## src/rtl/sram_access_master_if.sv

```systemverilog
// Command/response channels between a requester and sram_access_master.
// The requester drives cmd_* and rsp_ready; the block drives cmd_ready and rsp_*.
interface sram_access_master_if #(
  parameter int unsigned ADDR_W = 4,
  parameter int unsigned DATA_W = 8
);
  logic              cmd_valid;
  logic              cmd_ready;
  logic [1:0]        cmd_op;
  logic [ADDR_W-1:0] cmd_addr;
  logic [DATA_W-1:0] cmd_wdata;
  logic              rsp_valid;
  logic              rsp_ready;
  logic [DATA_W-1:0] rsp_data;
  logic [ADDR_W-1:0] rsp_addr;
  logic              rsp_err;

  modport master (
    output cmd_valid, cmd_op, cmd_addr, cmd_wdata, rsp_ready,
    input  cmd_ready, rsp_valid, rsp_data, rsp_addr, rsp_err
  );

  modport slave (
    input  cmd_valid, cmd_op, cmd_addr, cmd_wdata, rsp_ready,
    output cmd_ready, rsp_valid, rsp_data, rsp_addr, rsp_err
  );
endinterface

```

## src/rtl/sram_access_master.sv

```systemverilog
// Initiator for the main SRAM port: turns read/write/dump/clear commands into
// registered SRAM cycles and returns data/status on a valid/ready response channel.
module sram_access_master #(
  parameter int unsigned ADDR_W    = 4,
  parameter int unsigned DATA_W    = 8,
  parameter int unsigned DEPTH     = 16,
  parameter int unsigned PROT_BASE = 13
) (
  input  logic                 clk,
  input  logic                 sys_rst,
  sram_access_master_if.slave  cmd_rsp,
  output logic                 busy,
  output logic [ADDR_W-1:0]    mem_address,
  output logic [DATA_W-1:0]    mem_data_in,
  output logic                 mem_write_enable,
  input  logic [DATA_W-1:0]    mem_data_out
);

  localparam logic [1:0] OP_READ  = 2'b00;
  localparam logic [1:0] OP_WRITE = 2'b01;
  localparam logic [1:0] OP_DUMP  = 2'b10;
  localparam logic [1:0] OP_CLEAR = 2'b11;

  localparam logic [ADDR_W-1:0] PROT_A    = ADDR_W'(PROT_BASE);
  localparam logic [ADDR_W-1:0] LAST_A    = ADDR_W'(DEPTH - 1);
  localparam logic [DATA_W-1:0] CLR_COUNT = DATA_W'(DEPTH - PROT_BASE);

  typedef enum logic [2:0] {
    S_IDLE = 3'd0,
    S_RD   = 3'd1,
    S_WR   = 3'd2,
    S_RSP  = 3'd3,
    S_CLR  = 3'd4
  } state_e;

  state_e            state_q, state_d;
  logic [1:0]        op_q, op_d;
  logic [ADDR_W-1:0] ptr_q, ptr_d;
  logic [DATA_W-1:0] wdata_q, wdata_d;
  logic              cmd_ready_q, cmd_ready_d;
  logic              busy_q, busy_d;
  logic              rsp_valid_q, rsp_valid_d;
  logic [DATA_W-1:0] rsp_data_q, rsp_data_d;
  logic [ADDR_W-1:0] rsp_addr_q, rsp_addr_d;
  logic              rsp_err_q, rsp_err_d;
  logic [ADDR_W-1:0] mem_addr_q, mem_addr_d;
  logic [DATA_W-1:0] mem_din_q, mem_din_d;
  logic              mem_we_q, mem_we_d;

  logic accept_c;
  logic rsp_hs_c;
  logic last_c;
  logic wr_ok_c;

  assign accept_c = cmd_rsp.cmd_valid && cmd_ready_q;
  assign rsp_hs_c = rsp_valid_q && cmd_rsp.rsp_ready;
  assign last_c   = (ptr_q == LAST_A);
  assign wr_ok_c  = (cmd_rsp.cmd_addr >= PROT_A);

  // State register
  always_ff @(posedge clk or posedge sys_rst) begin
    if (sys_rst) begin
      state_q <= S_IDLE;
    end else begin
      state_q <= state_d;
    end
  end

  // Next-state logic
  always_comb begin
    state_d = state_q;
    unique case (state_q)
      S_IDLE: begin
        if (accept_c) begin
          unique case (cmd_rsp.cmd_op)
            OP_READ:  state_d = S_RD;
            OP_WRITE: state_d = wr_ok_c ? S_WR : S_RSP;
            OP_DUMP:  state_d = S_RD;
            OP_CLEAR: state_d = S_CLR;
          endcase
        end
      end
      S_RD:  state_d = S_RSP;
      S_WR:  state_d = S_RSP;
      S_CLR: if (last_c) state_d = S_RSP;
      S_RSP: begin
        if (rsp_hs_c) begin
          state_d = (op_q == OP_DUMP && !last_c) ? S_RD : S_IDLE;
        end
      end
      default: state_d = S_IDLE;
    endcase
  end

  // Datapath and registered-output next values
  always_comb begin
    op_d        = op_q;
    ptr_d       = ptr_q;
    wdata_d     = wdata_q;
    rsp_valid_d = rsp_valid_q;
    rsp_data_d  = rsp_data_q;
    rsp_addr_d  = rsp_addr_q;
    rsp_err_d   = rsp_err_q;
    mem_addr_d  = mem_addr_q;
    mem_din_d   = mem_din_q;
    mem_we_d    = 1'b0;
    cmd_ready_d = (state_d == S_IDLE);
    busy_d      = (state_d != S_IDLE);

    unique case (state_q)
      S_IDLE: begin
        if (accept_c) begin
          op_d    = cmd_rsp.cmd_op;
          ptr_d   = cmd_rsp.cmd_addr;
          wdata_d = cmd_rsp.cmd_wdata;
          unique case (cmd_rsp.cmd_op)
            OP_READ, OP_DUMP: mem_addr_d = cmd_rsp.cmd_addr;
            OP_WRITE: begin
              if (wr_ok_c) begin
                mem_addr_d = cmd_rsp.cmd_addr;
                mem_din_d  = cmd_rsp.cmd_wdata;
                mem_we_d   = 1'b1;
              end else begin
                // Protected target: reject without touching the SRAM
                rsp_valid_d = 1'b1;
                rsp_err_d   = 1'b1;
                rsp_data_d  = cmd_rsp.cmd_wdata;
                rsp_addr_d  = cmd_rsp.cmd_addr;
              end
            end
            OP_CLEAR: begin
              ptr_d      = PROT_A;
              mem_addr_d = PROT_A;
              mem_din_d  = '0;
              mem_we_d   = 1'b1;
            end
          endcase
        end
      end
      S_RD: begin
        rsp_valid_d = 1'b1;
        rsp_data_d  = mem_data_out;
        rsp_addr_d  = ptr_q;
        rsp_err_d   = 1'b0;
      end
      S_WR: begin
        rsp_valid_d = 1'b1;
        rsp_data_d  = wdata_q;
        rsp_addr_d  = ptr_q;
        rsp_err_d   = 1'b0;
      end
      S_CLR: begin
        if (last_c) begin
          rsp_valid_d = 1'b1;
          rsp_data_d  = CLR_COUNT;
          rsp_addr_d  = PROT_A;
          rsp_err_d   = 1'b0;
        end else begin
          ptr_d      = ptr_q + ADDR_W'(1);
          mem_addr_d = ptr_q + ADDR_W'(1);
          mem_din_d  = '0;
          mem_we_d   = 1'b1;
        end
      end
      S_RSP: begin
        if (rsp_hs_c) begin
          rsp_valid_d = 1'b0;
          if (op_q == OP_DUMP && !last_c) begin
            ptr_d      = ptr_q + ADDR_W'(1);
            mem_addr_d = ptr_q + ADDR_W'(1);
          end
        end
      end
      default: ;
    endcase
  end

  // Output and context registers; reset kills the write strobe immediately
  always_ff @(posedge clk or posedge sys_rst) begin
    if (sys_rst) begin
      op_q        <= '0;
      ptr_q       <= '0;
      wdata_q     <= '0;
      cmd_ready_q <= 1'b1;
      busy_q      <= 1'b0;
      rsp_valid_q <= 1'b0;
      rsp_data_q  <= '0;
      rsp_addr_q  <= '0;
      rsp_err_q   <= 1'b0;
      mem_addr_q  <= '0;
      mem_din_q   <= '0;
      mem_we_q    <= 1'b0;
    end else begin
      op_q        <= op_d;
      ptr_q       <= ptr_d;
      wdata_q     <= wdata_d;
      cmd_ready_q <= cmd_ready_d;
      busy_q      <= busy_d;
      rsp_valid_q <= rsp_valid_d;
      rsp_data_q  <= rsp_data_d;
      rsp_addr_q  <= rsp_addr_d;
      rsp_err_q   <= rsp_err_d;
      mem_addr_q  <= mem_addr_d;
      mem_din_q   <= mem_din_d;
      mem_we_q    <= mem_we_d;
    end
  end

  assign cmd_rsp.cmd_ready = cmd_ready_q;
  assign cmd_rsp.rsp_valid = rsp_valid_q;
  assign cmd_rsp.rsp_data  = rsp_data_q;
  assign cmd_rsp.rsp_addr  = rsp_addr_q;
  assign cmd_rsp.rsp_err   = rsp_err_q;
  assign busy              = busy_q;
  assign mem_address       = mem_addr_q;
  assign mem_data_in       = mem_din_q;
  assign mem_write_enable  = mem_we_q;

endmodule

```

## src/flat_wrapper.sv

```systemverilog
// flat-port wrapper written by rule: the top's interface ports become plain ports
module sram_access_master_flat 
#(
  parameter int unsigned ADDR_W    = 4,
  parameter int unsigned DATA_W    = 8,
  parameter int unsigned DEPTH     = 16,
  parameter int unsigned PROT_BASE = 13
)
  (clk, sys_rst, busy, mem_address, mem_data_in, mem_write_enable, mem_data_out, cmd_rsp_cmd_valid, cmd_rsp_cmd_op, cmd_rsp_cmd_addr, cmd_rsp_cmd_wdata, cmd_rsp_rsp_ready, cmd_rsp_cmd_ready, cmd_rsp_rsp_valid, cmd_rsp_rsp_data, cmd_rsp_rsp_addr, cmd_rsp_rsp_err);
  sram_access_master_if #(.ADDR_W(ADDR_W), .DATA_W(DATA_W)) cmd_rsp_i ();
  input  logic clk;
  input  logic sys_rst;
  output logic busy;
  output logic [ADDR_W-1:0] mem_address;
  output logic [DATA_W-1:0] mem_data_in;
  output logic mem_write_enable;
  input  logic [DATA_W-1:0] mem_data_out;
  input wire logic [$bits(cmd_rsp_i.cmd_valid)-1:0] cmd_rsp_cmd_valid;
  input wire logic [$bits(cmd_rsp_i.cmd_op)-1:0] cmd_rsp_cmd_op;
  input wire logic [$bits(cmd_rsp_i.cmd_addr)-1:0] cmd_rsp_cmd_addr;
  input wire logic [$bits(cmd_rsp_i.cmd_wdata)-1:0] cmd_rsp_cmd_wdata;
  input wire logic [$bits(cmd_rsp_i.rsp_ready)-1:0] cmd_rsp_rsp_ready;
  output wire logic [$bits(cmd_rsp_i.cmd_ready)-1:0] cmd_rsp_cmd_ready;
  output wire logic [$bits(cmd_rsp_i.rsp_valid)-1:0] cmd_rsp_rsp_valid;
  output wire logic [$bits(cmd_rsp_i.rsp_data)-1:0] cmd_rsp_rsp_data;
  output wire logic [$bits(cmd_rsp_i.rsp_addr)-1:0] cmd_rsp_rsp_addr;
  output wire logic [$bits(cmd_rsp_i.rsp_err)-1:0] cmd_rsp_rsp_err;
  assign cmd_rsp_i.cmd_valid = cmd_rsp_cmd_valid;
  assign cmd_rsp_i.cmd_op = cmd_rsp_cmd_op;
  assign cmd_rsp_i.cmd_addr = cmd_rsp_cmd_addr;
  assign cmd_rsp_i.cmd_wdata = cmd_rsp_cmd_wdata;
  assign cmd_rsp_i.rsp_ready = cmd_rsp_rsp_ready;
  assign cmd_rsp_cmd_ready = cmd_rsp_i.cmd_ready;
  assign cmd_rsp_rsp_valid = cmd_rsp_i.rsp_valid;
  assign cmd_rsp_rsp_data = cmd_rsp_i.rsp_data;
  assign cmd_rsp_rsp_addr = cmd_rsp_i.rsp_addr;
  assign cmd_rsp_rsp_err = cmd_rsp_i.rsp_err;
  sram_access_master #(.ADDR_W(ADDR_W), .DATA_W(DATA_W), .DEPTH(DEPTH), .PROT_BASE(PROT_BASE)) u_core (.clk(clk), .sys_rst(sys_rst), .cmd_rsp(cmd_rsp_i), .busy(busy), .mem_address(mem_address), .mem_data_in(mem_data_in), .mem_write_enable(mem_write_enable), .mem_data_out(mem_data_out));
endmodule
```

## config.mk

```make
export PLATFORM = sky130hd
export DESIGN_NAME = sram_access_master_flat
export DESIGN_NICKNAME = d
export VERILOG_FILES = /design/src/rtl/sram_access_master_if.sv /design/src/rtl/sram_access_master.sv /design/src/flat_wrapper.sv
export SDC_FILE = /design/constraint.sdc
export NUM_CORES = 1
export LEC_CHECK = 0
export BUFFER_PORTS_ARGS = -buffer_cell sky130_fd_sc_hd__buf_4
export CAP_MARGIN = 20
export CORE_MARGIN = 2
export CORE_UTILIZATION = 44
export DETAILED_ROUTE_END_ITERATION = 10
export GPL_TIMING_DRIVEN = 0
export PLACE_DENSITY = 0.66
export SYNTH_ARGS = -nofsm -noshare
export SYNTH_HDL_FRONTEND = slang
export SYNTH_SLANG_ARGS = --single-unit
```

## constraint.sdc

```tcl
create_clock -name clk -period 2.69 [get_ports clk]
set_input_delay 0.269 -clock clk [delete_from_list [all_inputs] [get_ports clk]]
set_output_delay 0.269 -clock clk [all_outputs]
set_load 0.05 [all_outputs]
```

# After elaboration in Yosys (flattened, before gate mapping)
# Cells that the tools add are included.
totals:
  in_bits: 26
  reg_bits: 46
  output_inout_bits: 29
  wordCells: 100
classes:
  n_reduce_logical: 22
  muxes: 45
  magnitude_cmp: 1
  add_sub_neg: 1
  n_eq_ne: 18
op_table:
  columns: ["operator", "count"]
  rows:
  - ["$mux 8", 7]
  - ["$pmux 4 s3", 4]
  - ["$mux 4", 11]
  - ["$pmux 8 s2", 2]
  - ["$pmux 8 s4", 1]
  - ["$reduce_and 5->1", 4]
  - ["$pmux 3 s4", 1]
  - ["$reduce_and 6->1", 2]
  - ["$mux 1", 11]
  - ["$mux 3", 3]
  - ["$pmux 3 s3", 1]
  - ["$reduce_bool 3->1", 3]
  - ["$ne 2x1->1 const B", 4]
  - ["$reduce_bool 4->1", 2]
  - ["$eq 2x2->1 const B", 3]
  - ["$eq 3x2->1 const B", 2]
  - ["$logic_not 3->1", 2]
  - ["$ne 2x2->1 const B", 3]
  - ["$add 4x1->4 const B", 1]
  - ["$eq 4x4->1 const B", 1]
  - ["$ge 4x4->1 const B", 1]
  - ["$pmux 1 s2", 2]
  - ["$pmux 1 s4", 1]
  - ["$reduce_or 2->1", 2]
  - ["other kinds (11)", 13]

# Depth between registers and ports, before layout
depth:
  depth_word: 7
  mapped_depth: 8
  ltp_nobuf: 5

# Worst setup path after synthesis
# Ideal clock, no wire load.
synth_timing:
  kind: "register to register"
  from: "reg u_core.state_q[0]"
  to: "reg u_core.rsp_addr_q[0], in the netlist u_core.cmd_rsp.rsp_addr[0]"
  setup_slack_ps: 826
  arrival_time_ps: 1739
  t_required_ps: 2565
  path_buffers: 4
  stages_incl_launch_ff: 9
  setup_time_ps: 125
  period_less_slack_ps: 1864
  cell_sequence: "dfrtp_1 buf_6 or3b_1 buf_6 nor2_4 a221o_2 buf_6 buf_12 mux2_4"
synth_between:
  elab_chain_len: 4
  elab_cells_between_ends: 12
  classes_between: "eq/ne (7); mux (1); reduce/logical (4)"
synth_lines:
  columns: ["item", "line", "text"]
  rows:
  - ["start, declared", "sram_access_master.sv:36", "state_e state_q, state_d;"]
  - ["start signal, assigned", "sram_access_master.sv:65", "state_q <= state_d;"]
  - ["$eq 3x1->1 / $eq 3x2->1 (equally long branches)", "sram_access_master.sv:110", "unique case (state_q)"]
  - ["$reduce_or 2->1 (no line)", null, null]
  - ["$reduce_bool 3->1 (no line)", null, null]
  - ["$reduce_and 5->1 (no line)", null, null]
  - ["end signal, assigned", "sram_access_master.sv:201", "rsp_addr_q <= rsp_addr_d;"]
  - ["end, declared", "sram_access_master.sv:44", "logic [ADDR_W-1:0] rsp_addr_q, rsp_addr_d;"]
# Parallel ways exist; a longest one is shown, timed or not.
# A chain may end at the register's enable or synchronous reset.

# Worst setup path after layout
layout_timing:
  from: "reg u_core.ptr_q[0]"
  to: "reg u_core.mem_addr_q[0], in the netlist u_core.mem_address[0]"
layout_between:
  elab_chain_len: 5
  elab_cells_between_ends: 11
  classes_between: "add/sub (1); eq/ne (3); mux (4); reduce/logical (3)"
layout_lines:
  columns: ["item", "line", "text"]
  rows:
  - ["start, declared", "sram_access_master.sv:38", "logic [ADDR_W-1:0] ptr_q, ptr_d;"]
  - ["start signal, assigned", "sram_access_master.sv:195", "ptr_q <= ptr_d;"]
  - ["branches (longest 5 deep; another with $add 4x1->4)", null, null]
  - ["end signal, assigned", "sram_access_master.sv:203", "mem_addr_q <= mem_addr_d;"]
  - ["end, declared", "sram_access_master.sv:46", "logic [ADDR_W-1:0] mem_addr_q, mem_addr_d;"]
# Several ways; the timed one is not identified. The select of a mux whose other input is x is not followed.

==> flow_summary.yaml <==
timing:
  fmax_ghz: 0.485
  hold_viol: 0
  setup_viol: 0
  slew_headroom_pct: 54.5
  worst_pin_slew_ps: 681
  finalCriticalPeriod_ps: 2060
  maxSlewViolCount: 0
  fin_ws_ps: 626
  fin_skew_ps: 5.06
  fin_crit_sh_pct: 76.7
  rsz0062_at_grt: "false"
  tns_ps: 0
worst_setup_path:
  cp-end-kind: "flop"
  arrival_ps: 2250
  crit_family: "simple AND/OR/NAND/NOR gates"
  cp_max_fo: 5
  slowest_stage: "nor4b_2"
  cp.buffers_inverters: 0
  r2r_setup_slack_ps: 630
  start_kind: "flop"
  rr_endpoint: "u_core.mem_address[0]"
  crit_type: "flop to flop"
  r2r_cells: 5
  max_stage_delay_ps: 450
  r2r_start: "u_core.ptr_q[0]"
  critical_path.cell_chain: "ha_1, and3_1, nor4b_2, o311ai_2, mux2_2"
  required_ps: 2880
logic_synthesis:
  syn_nets: 286
  synth.cell_area_um2: 2540
  avgSynthCellArea_um2: 9.80
  ys_ff_latch: 46
  synth_edf_count: 0
  synth_flop_cell: "dfrtp_1"
  syn_inst: 259
  netlist-cell-type-count: 44
  seq_area_frac_synth_pct: 45.4
  yosysWarnings: 0
  ys_async_sr_fraction_pct: 100
clock_network:
  cts-buffers-inserted: 5
  cts.sinks: 46
  cts_tree: "yes"
  htree_num_levels: 2
  clock_path_buffers: 2
  insertion_delay_ps: 300
  cts_resized: 0
  cts_root_buf: "clkbuf_8"
  cts.clk_slew.worst_paths_ps: 90
worst_hold_path:
  hp-start: "cmd_rsp_cmd_wdata[3]"
  hold-path-endpoint: "u_core.wdata_q[3]"
  holdPathStages: 3
  hold_class: "primary input to flop"
detailed_routing:
  vias: 2064
  ant_nets: 0
  wl_met3_um: 247
  drc: 0
  wl_per_cell_um: 15.3
  drt_iter0_drc: 123
  top_layer: "met4"
  wl_met1_um: 3000
  wirelength_um: 6000
  wl_met2_um: 2690
  first_pass_iters: 4
  vias_per_cell: 5.25
power:
  ir_drop_v: 0.000768
  powerDensity_nw_per_um2: 1380
  power.leakage_nw: 1.47
global_routing:
  grt_usage_pct: 20.4
  antenna_found_initial: 0
  grt_max_degree: 27
  grt_overflow: 0
  grt_pass1_wl_um: 10100
  grt_pass1_vias: 1995
cells_and_area:
  instances_no_fill: 393
  mostFrequentLayoutCells: "buf_4 (54), nand2_1 (54), dfrtp_1 (45), inv_1 (17), mux2i_1 (17)"
  finalNetCount: 347
  area_growth_pct: 23.9
  antenna_cells: 0
  fin_util_pct: 56.8
  drive_gt1_share_pct: 29.9
die:
  core-area_um2: 5540
  die_x_um: 80.0
  fp-row-count: 27
  io-pin-count: 55
  initial_utilization_pct: 45.8
  die_h_um: 80.0
  die-area_um2: 6390
placement:
  dpl.hpwl_um: 4580
  place.gp.congestion: 0.915
  dp.cells: 384
  dp_slack_ps: 631
  port_buffers: 52
run:
  cap_violations: 0
run_status:
  status: "completed"
-- tightest hold or removal path: stages --
cell and delay [ps]:
buf_4 100, nand2_1 40, nand2_1 50
-- area by class of cell --
| class | instances | area, µm² |
|---|---|---|
| Buffer | 16 | 116 |
| Clock buffer | 6 | 82.6 |
| Clock inverter | 2 | 12.5 |
| Fill cell | 544 | 2400 |
| Inverter | 18 | 67.6 |
| Multi-Input combinational cell | 179 | 1200 |
| Sequential cell | 46 | 1150 |
| Tap cell | 72 | 90.1 |
| Timing Repair Buffer | 54 | 420 |
-- synthesized netlist by cell type, types with 3 or more instances --
cell type / count / area, µm²
dfrtp_1: 45 / 1130
o221ai_1: 7 / 61.3
nor3_1: 3 / 15.0
nand3_1: 5 / 25.0
nand2_1: 54 / 203
o21ai_0: 15 / 75.1
nor2_1: 8 / 30.0
a21oi_1: 8 / 40.0
mux2i_1: 17 / 170
o211ai_1: 4 / 30.0
mux2_4: 3 / 45.0
nand4_1: 3 / 18.8
buf_6: 4 / 45.0
nor2b_1: 4 / 25.0
inv_1: 18 / 67.6
o22a_1: 6 / 52.6
mux2_2: 13 / 146
clkbuf_1: 7 / 26.3
-- worst max path at each step --
stage | endpoint | depth (start not counted) | from
floorplan | u_core.cmd_rsp.rsp_addr[0] | 8 | u_core.state_q[0]
global placement | u_core.mem_address[0] | 5 | u_core.ptr_q[0]
detailed placement | u_core.mem_address[0] | 5 | u_core.ptr_q[0]
CTS | u_core.mem_address[2] | 5 | u_core.ptr_q[0]
global route | u_core.mem_address[3] | 5 | u_core.ptr_q[0]
finish | u_core.mem_address[0] | 5 | u_core.ptr_q[0]
-- layer usage --
layer | up-vias | GRT usage [%]
met2 | 58 | 30.3
met1 | 977 | 30.7
met5 | - | 0
li1 | 1024 | -
met3 | 5 | 2.83
met4 | 0 | 6.10
-- stage by stage --
stage / instance area, µm² / power [W] / hold WS [ps]
6_report: 3140 / 0.00433 / 189
5_1_grt: 3140 / 0.00462 / 190
4_1_cts: 3140 / 0.00436 / 182
3_5_place_dp: 3040 / 0.00390 / 314
3_3_place_gp: 3020 / 0.00386 / 459
2_1_floorplan: 2540 / 0.00320 / 374
-- state kept, by name (all words and copies together), names as in the netlist, 2 cells and up --
register                 flops
u_core.mem_address           4
u_core.cmd_rsp.rsp_addr      4
u_core.state_q               3
u_core.mem_data_in           8
u_core.wdata_q               8
u_core.cmd_rsp.rsp_data      8
u_core.op_q                  2
u_core.ptr_q                 4
-- what timing repair did --
action	4_1_cts	5_1_grt
hold buffers	1	0
buffers inserted	0	0
hold endpoints to repair	20	0
-- report_power, final --
| group | leakage (nW) | internal, W | switching (W) |
|---|---|---|---|
| Combinational | 0.869 | 0.00103 | 0.00160 |
| Sequential | 0.553 | 0.00104 | 0.000217 |
| Clock | 0.0472 | 0.000207 | 0.000237 |
| Total | 1.47 | 0.00227 | 0.00206 |
-- kinds of logic after synthesis --
| group | count (synthesis) | share of synthesized area [%] |
|---|---|---|
| multiplexers | 33 | 14.2 |
| XOR/XNOR | 4 | 1.38 |
| buffers and inverters | 34 | 7.24 |
| AO/OA/AOI/OAI | 51 | 14.4 |
| adder cells (fa/ha/maj) | 1 | 0.493 |
| AND/OR/NAND/NOR | 90 | 16.9 |
| flip-flops | 46 | 45.4 |
(Power assumes the default switching activity.)
